==> src/rtl/rr_arb8_if.sv <==
// Request/grant bundle between the eight requesters and the round-robin scheduler.
// The master side drives requests, release strobe and data; the slave side returns the grant.
interface rr_arb8_if;
  logic [7:0] req;
  logic       done;
  logic [7:0] din;
  logic [7:0] gnt;
  logic [2:0] sel;
  logic       vld;
  logic       f;
  logic       tmo;

  modport master (output req, done, din, input gnt, sel, vld, f, tmo);
  modport slave  (input req, done, din, output gnt, sel, vld, f, tmo);
endinterface

==> src/rtl/rr_arb8.sv <==
// 8:1 round-robin scheduler with select, grant and data mux; one-cycle grant latency, one idle cycle per release.
// Optional hold timeout compiled in with RR_ARB8_TIMEOUT_EN (bounds a grant to MAX_HOLD cycles).
module rr_arb8 #(
  parameter int MAX_HOLD = 16
) (
  input  logic       clk_i,
  input  logic       rst_i,
  rr_arb8_if.slave   bus_if
);

  typedef enum logic {IDLE, BUSY} state_t;

  if (MAX_HOLD < 1 || MAX_HOLD > 255) begin : g_bad_max_hold
    $error("rr_arb8: MAX_HOLD must be in 1..255");
  end

  state_t     state_q;
  logic [2:0] ptr_q;
  logic [2:0] sel_q;
  logic [7:0] gnt_q;
  logic       vld_q;

  logic       pick_vld_d;
  logic [2:0] pick_idx_d;
  logic [2:0] scan_idx;
  logic       rel_ext;
  logic       tmo_hit;

  // First set request scanning upward from the pointer, wrapping 7->0.
  always_comb begin
    pick_vld_d = 1'b0;
    pick_idx_d = 3'd0;
    scan_idx   = 3'd0;
    for (int k = 0; k < 8; k++) begin
      scan_idx = ptr_q + 3'(k);
      if (!pick_vld_d && bus_if.req[scan_idx]) begin
        pick_vld_d = 1'b1;
        pick_idx_d = scan_idx;
      end
    end
  end

  assign rel_ext = bus_if.done | ~bus_if.req[sel_q];

`ifdef RR_ARB8_TIMEOUT_EN
  localparam logic [7:0] HOLD_LAST = 8'(MAX_HOLD - 1);

  logic [7:0] cnt_q;
  logic       tmo_q;

  assign tmo_hit = (cnt_q == HOLD_LAST);

  always_ff @(posedge clk_i) begin
    if (rst_i) begin
      cnt_q <= 8'd0;
      tmo_q <= 1'b0;
    end else begin
      tmo_q <= 1'b0;
      if (state_q == IDLE) begin
        cnt_q <= 8'd0;
      end else if (rel_ext || tmo_hit) begin
        tmo_q <= ~rel_ext;
      end else if (cnt_q != 8'hFF) begin
        cnt_q <= cnt_q + 8'd1;
      end
    end
  end

  assign bus_if.tmo = tmo_q;
`else
  assign tmo_hit    = 1'b0;
  assign bus_if.tmo = 1'b0;
`endif

  always_ff @(posedge clk_i) begin
    if (rst_i) begin
      state_q <= IDLE;
      ptr_q   <= 3'd0;
      sel_q   <= 3'd0;
      gnt_q   <= 8'd0;
      vld_q   <= 1'b0;
    end else begin
      case (state_q)
        IDLE: begin
          if (pick_vld_d) begin
            sel_q   <= pick_idx_d;
            gnt_q   <= 8'd1 << pick_idx_d;
            vld_q   <= 1'b1;
            state_q <= BUSY;
          end
        end
        BUSY: begin
          // S keeps its last value after release; only GNT/VLD drop.
          if (rel_ext || tmo_hit) begin
            gnt_q   <= 8'd0;
            vld_q   <= 1'b0;
            ptr_q   <= sel_q + 3'd1;
            state_q <= IDLE;
          end
        end
        default: state_q <= IDLE;
      endcase
    end
  end

  assign bus_if.gnt = gnt_q;
  assign bus_if.sel = sel_q;
  assign bus_if.vld = vld_q;
  assign bus_if.f   = vld_q & bus_if.din[sel_q];

endmodule

==> src/flat_wrapper.sv <==
// flat-port wrapper written by rule: the top's interface ports become plain ports
module rr_arb8_flat 
#(
  parameter int MAX_HOLD = 16
)
  (clk_i, rst_i, bus_if_req, bus_if_done, bus_if_din, bus_if_gnt, bus_if_sel, bus_if_vld, bus_if_f, bus_if_tmo);
  rr_arb8_if bus_if_i ();
  input  logic clk_i;
  input  logic rst_i;
  input wire logic [$bits(bus_if_i.req)-1:0] bus_if_req;
  input wire logic [$bits(bus_if_i.done)-1:0] bus_if_done;
  input wire logic [$bits(bus_if_i.din)-1:0] bus_if_din;
  output wire logic [$bits(bus_if_i.gnt)-1:0] bus_if_gnt;
  output wire logic [$bits(bus_if_i.sel)-1:0] bus_if_sel;
  output wire logic [$bits(bus_if_i.vld)-1:0] bus_if_vld;
  output wire logic [$bits(bus_if_i.f)-1:0] bus_if_f;
  output wire logic [$bits(bus_if_i.tmo)-1:0] bus_if_tmo;
  assign bus_if_i.req = bus_if_req;
  assign bus_if_i.done = bus_if_done;
  assign bus_if_i.din = bus_if_din;
  assign bus_if_gnt = bus_if_i.gnt;
  assign bus_if_sel = bus_if_i.sel;
  assign bus_if_vld = bus_if_i.vld;
  assign bus_if_f = bus_if_i.f;
  assign bus_if_tmo = bus_if_i.tmo;
  rr_arb8 #(.MAX_HOLD(MAX_HOLD)) u_core (.clk_i(clk_i), .rst_i(rst_i), .bus_if(bus_if_i));
endmodule
==> config.mk <==
export PLATFORM = sky130hd
export DESIGN_NAME = rr_arb8_flat
export DESIGN_NICKNAME = d
export VERILOG_FILES = /design/src/rtl/rr_arb8_if.sv /design/src/rtl/rr_arb8.sv /design/src/flat_wrapper.sv
export SDC_FILE = /design/constraint.sdc
export NUM_CORES = 1
export LEC_CHECK = 0
export BUFFER_PORTS_ARGS = -buffer_cell sky130_fd_sc_hd__buf_2
export CORE_ASPECT_RATIO = 0.75
export CORE_MARGIN = 2
export CORE_UTILIZATION = 35
export DETAILED_ROUTE_END_ITERATION = 7
export HOLD_SLACK_MARGIN = 0.12
export PLACE_DENSITY = 0.68
export SYNTH_ARGS = -nofsm -noshare
export SYNTH_HDL_FRONTEND = slang
export SYNTH_SLANG_ARGS = --single-unit
==> constraint.sdc <==
create_clock -name clk_i -period 3.3 [get_ports clk_i]
set_input_delay 0.33 -clock clk_i [delete_from_list [all_inputs] [get_ports clk_i]]
set_output_delay 0.33 -clock clk_i [all_outputs]
set_load 0.03 [all_outputs]
* Word level (Yosys, flattened, before mapping)
Cells that the tools add are included.
Operators by class: add/subtract/negate cells 8, magnitude comparators 9, equality and inequality tests 2, shift-type cells 1, mux-type cells 45, bitwise operators 4, reductions and logical operators 17
Operator list (number):
- < comparator 3 x 4 -> 1 bit, second input constant | 9
- binary-select mux 1 bit (select 3 bit) | 10
- 2-to-1 mux 3 bit | 8
- 2-to-1 mux 1 bit | 22
- 2-to-1 mux 8 bit | 2
- case mux 8 bit (2 select lines) | 1
- adder 3 bit, second input constant | 4
- left shift 1 x 3 -> 8 bit, first input constant | 1
- logical AND 1 bit | 7
- zero test 1 bit | 7
- adder 3 x 1 -> 3 bit, second input constant | 2
- adder 3 x 2 -> 3 bit, second input constant | 2
- AND reduction 2 bit | 3
- case mux 1 bit (2 select lines) | 2
- inequality test 2 x 1 -> 1 bit, second input constant | 1
- inequality test 2 bit, second input constant | 1
- inverter 1 bit | 2
- bitwise AND 1 bit | 1
- OR 1 bit | 1
Storage, ports and cells: register bits after elaboration 16, input port bits 19, word-level logic and storage cells 91

* Longest topological paths before layout
word-level depth 27, gate-level depth with buffers 12

* Least setup slack after synthesis
No wires, ideal clock.
path type flip-flop to flip-flop, start point register u_core.ptr_q[1], end point register u_core.gnt_q[6] (netlist: u_core.bus_if.gnt[6]), data arrival time 3.345 ns, setup slack -0.170 ns, cell stages (with the launch flop) 13, buffers on the path 2, clock period less this slack 3.470 ns, cells stage by stage dfxtp_1 clkbuf_1 inv_1 ha_1 buf_6 mux2_2 mux4_2 o22ai_4 nand2_2 or3_4 a31o_1 a32oi_1 nor2_1
Between the ends: cells in the longest elaborated chain, start to end 27, elaborated cells on any way between the ends 58, classes of those cells 7 x add/sub; 1 x eq/ne; 1 x shift; 34 x mux; 15 x reduce/logical
Ends and longest elaborated chain:
- start: declaration | RTL line rr_arb8.sv:18 | logic [2:0] ptr_q;
- start signal: assignment | RTL line rr_arb8.sv:97 | ptr_q <= sel_q + 3'd1;
- branches (longest 27 deep; another with adder 3 x 1 -> 3 bit)
- end signal: assignment | RTL line rr_arb8.sv:87 | gnt_q <= 8'd1 << pick_idx_d;
- end: declaration | RTL line rr_arb8.sv:20 | logic [7:0] gnt_q;
Parallel ways; which one is timed is not known. The select of a mux whose other input is x is not followed. A chain may end at the register's enable or synchronous reset.

* Worst setup path in the final report
start point register u_core.ptr_q[0], end point register u_core.gnt_q[6] (netlist: u_core.bus_if.gnt[6])
Same word-level chain as after synthesis.

==> results.sh <==
export IMPL_clock_sinks=16
export IMPL_r2r_start="u_core.ptr_q[0]"
export IMPL_clock_latency_ns=0.25
export IMPL_htreeDepth=1
export IMPL_numCtsBuffers=3
export IMPL_ys_warn_count=0
export IMPL_place_congestion=0.830
export IMPL_grt_pass1_vias=1479
export IMPL_finalHoldViolations=0
export IMPL_antenna_left=0
export IMPL_ys_seq_area_frac=0.191
export IMPL_status="complete, no violations"
export IMPL_p_comb_frac=0.618
export IMPL_ys_types=54
export IMPL_cts_resized=0
export IMPL_drt_pass1_iterations=4
export IMPL_power_frac_clock=0.153
export IMPL_p_sw_mw=0.497
export IMPL_die_h_um=64.0
export IMPL_synth_edf_count=0
export IMPL_antenna_found_initial=0
export IMPL_synth_ff_type="dfxtp_1"
export IMPL_synth_area_sq_um=1680
export IMPL_cts_tree="done"
export IMPL_final_common_cell="buf_2"
export IMPL_viasPerCell=5.94
export IMPL_max_freq_mhz=319
export IMPL_final_net_count=225
export IMPL_seqPwrFrac=0.229
export IMPL_grt_pass1_wl_mm=6.99
export IMPL_grt_max_degree=17
export IMPL_hold_depth=2
export IMPL_syn_instance_count=167
export IMPL_dp_hpwl_mm=3.13
export IMPL_rrSetupSlack_ns=0.17
export IMPL_hp_start="rst_i"
export IMPL_slew_headroom=0.648
export IMPL_report_final_slew_viol_count=0
export IMPL_timing_final_crit_period_ns=3.13
export IMPL_clock_path_buffers=2
export IMPL_num_vias=1539
export IMPL_grt_overflow_total=0
export IMPL_io_buffer_count=31
export IMPL_cp_start_kind="register"
export IMPL_wl_mm=4.07
export IMPL_synthArstFlopShare=0
export IMPL_postCtsSetupRepairBufs=0
export IMPL_cp_data_required_time_ns=3.44
export IMPL_final_cell_mix="buf_2 (31), nor2_1 (20), mux4_2 (15), dfxtp_1 (15), a21oi_1 (10)"
export IMPL_start_util=0.369
export IMPL_area_delta_synth_final_pct=16.3
export IMPL_r2r_worst_path_cells=10
export IMPL_ys_ff_latch=16
export IMPL_leakage_nw=0.774
export IMPL_clkSlewWorstSetupHoldPaths_ns=0.06
export IMPL_drt_iter0_markers=108
export IMPL_ios=33
export IMPL_powerDensity_nw_per_um2=583
export IMPL_core_sq_um=4550
export IMPL_die_area_sq_um=5370
export IMPL_critical_path_arrival_ns=3.27
export IMPL_tightestPinTransition_ns=0.523
export IMPL_maxCapViolCount=0
export IMPL_cp_max_fo=8
export IMPL_timing_hold_worst_endpoint="u_core.bus_if.gnt[6]"
export IMPL_dieWidth_um=84.0
export IMPL_swShare=0.437
export IMPL_critPathKind="register to register"
export IMPL_cts_root_buf="clkbuf_8"
export IMPL_fin_total_pwr_mw=1.14
export IMPL_synth_nets=189
export IMPL_worst_hold_path_type="input pin to register"
export IMPL_diodes=0
export IMPL_rsz0062_at_grt="false"
export IMPL_wl_per_cell_um=15.7
export IMPL_setup_tns_final_ns=0
export IMPL_grtUsageTotal=0.159
export IMPL_finClkSkew_ns=0.00206
export IMPL_internal_power_mw=0.641
export IMPL_cp_end_kind="register"
export IMPL_r2r_end="u_core.bus_if.gnt[6]"
export IMPL_synth_avg_cell_area_sq_um=10.1
export IMPL_cts_hold_buf=0
export IMPL_ir_drop_mv=0.277
export IMPL_finalSetupViolCount=0
export IMPL_drcViolationCount=0
export IMPL_drive_gt1_frac=0.416
export IMPL_num_rows=21
export IMPL_fin_crit_sh=0.949
## cells in the mapped netlist (3+ instances only)
library cell | number | area, sq um
xor2_1 | 3 | 26.3
ha_1 | 3 | 37.5
mux4_2 | 14 | 315
inv_1 | 7 | 26.3
mux2_2 | 7 | 78.8
nor2b_1 | 4 | 25.0
nand2b_1 | 3 | 18.8
a32o_1 | 5 | 50.1
mux2i_2 | 4 | 55.1
nand2_1 | 8 | 30.0
a21oi_1 | 10 | 50.1
dfxtp_1 | 16 | 320
nor2_1 | 20 | 75.1
o221ai_1 | 4 | 35.0
o21ai_0 | 4 | 20.0
mux2i_1 | 6 | 60.1
nor3_1 | 4 | 20.0
## worst max-delay path by stage
stage | startpoint | endpoint | slack, ns
3_3_place_gp | u_core.ptr_q[0] | u_core.bus_if.gnt[1] | 0.13
4_1_cts | u_core.ptr_q[0] | u_core.bus_if.gnt[6] | 0.02
3_5_place_dp | u_core.ptr_q[0] | u_core.bus_if.gnt[6] | 0.02
5_1_grt | u_core.ptr_q[0] | u_core.bus_if.gnt[5] | 0.01
6_report | u_core.ptr_q[0] | u_core.bus_if.gnt[6] | 0.17
2_1_floorplan | u_core.ptr_q[1] | u_core.bus_if.gnt[6] | 0.06
## area by class of cell
type                            instances  area (sq um)
Fill cell                             449          2590
Timing Repair Buffer                   39           215
Inverter                                8          30.0
Tap cell                               57          71.3
Clock buffer                            4          55.1
Multi-Input combinational cell        135          1260
Sequential cell                        16           322
## critical path, stage by stage (launching register included)
cell     delay, ns
dfxtp_1       0.33
inv_1         0.06
ha_2          0.42
mux4_2        0.60
mux2i_2       0.30
and4_2        0.33
nand2_2       0.08
or3_4         0.41
a31o_1        0.25
a32oi_1       0.18
nor2_1        0.05
## power by group through the flow
stage	clock network [mW]	registers (mW)	logic [mW]
finish	0.174	0.260	0.703
floorplan	0	0.303	0.506
global route	0.188	0.266	0.765
global placement	0	0.264	0.685
CTS	0.179	0.262	0.698
detailed placement	0	0.266	0.693
## layer usage
layer | up-vias | routed length, um | track usage
li1 | 732 | - | -
met3 | 0 | 313 | 0.0413
met1 | 743 | 1900 | 0.227
met5 | - | 0 | 0
met2 | 64 | 1850 | 0.244
met4 | 0 | 0 | 0.0302
## per-stage QoR
step | hold WS, ns | util | cell area, sq um | setup WS (ns) | cells
2_1_floorplan | 0.403 | - | 1680 | 0.0622 | 167
5_1_grt | 0.427 | 0.430 | 1950 | 0.00985 | 259
6_report | 0.418 | 0.430 | 1950 | 0.170 | 259
4_1_cts | 0.416 | 0.430 | 1950 | 0.0169 | 259
3_3_place_gp | 0.437 | 0.418 | 1900 | 0.131 | 255
3_5_place_dp | 0.440 | 0.418 | 1900 | 0.0210 | 255
## kinds of logic (layout without fill, tap and decap cells)
logic type,count (synthesis),after routing,share of synthesized area
AOI/OAI and AO/OA,42,42,0.206
and+or+nand+nor,52,52,0.160
xor gates and xnor gates,3,3,0.0157
adders and majority gates,3,3,0.0224
other,1,1,0.00223
muxes,34,34,0.344
buffers and inverters,16,51,0.0589
DFF,16,16,0.191
## registers in the layout, indices dropped and copies added (netlist names)
name / cells
u_core.ptr_q: 3
u_core.bus_if.gnt: 8
u_core.bus_if.sel: 3
u_core.bus_if.vld: 1
u_core.state_q: 1
Power figures use the tool's default switching activity.
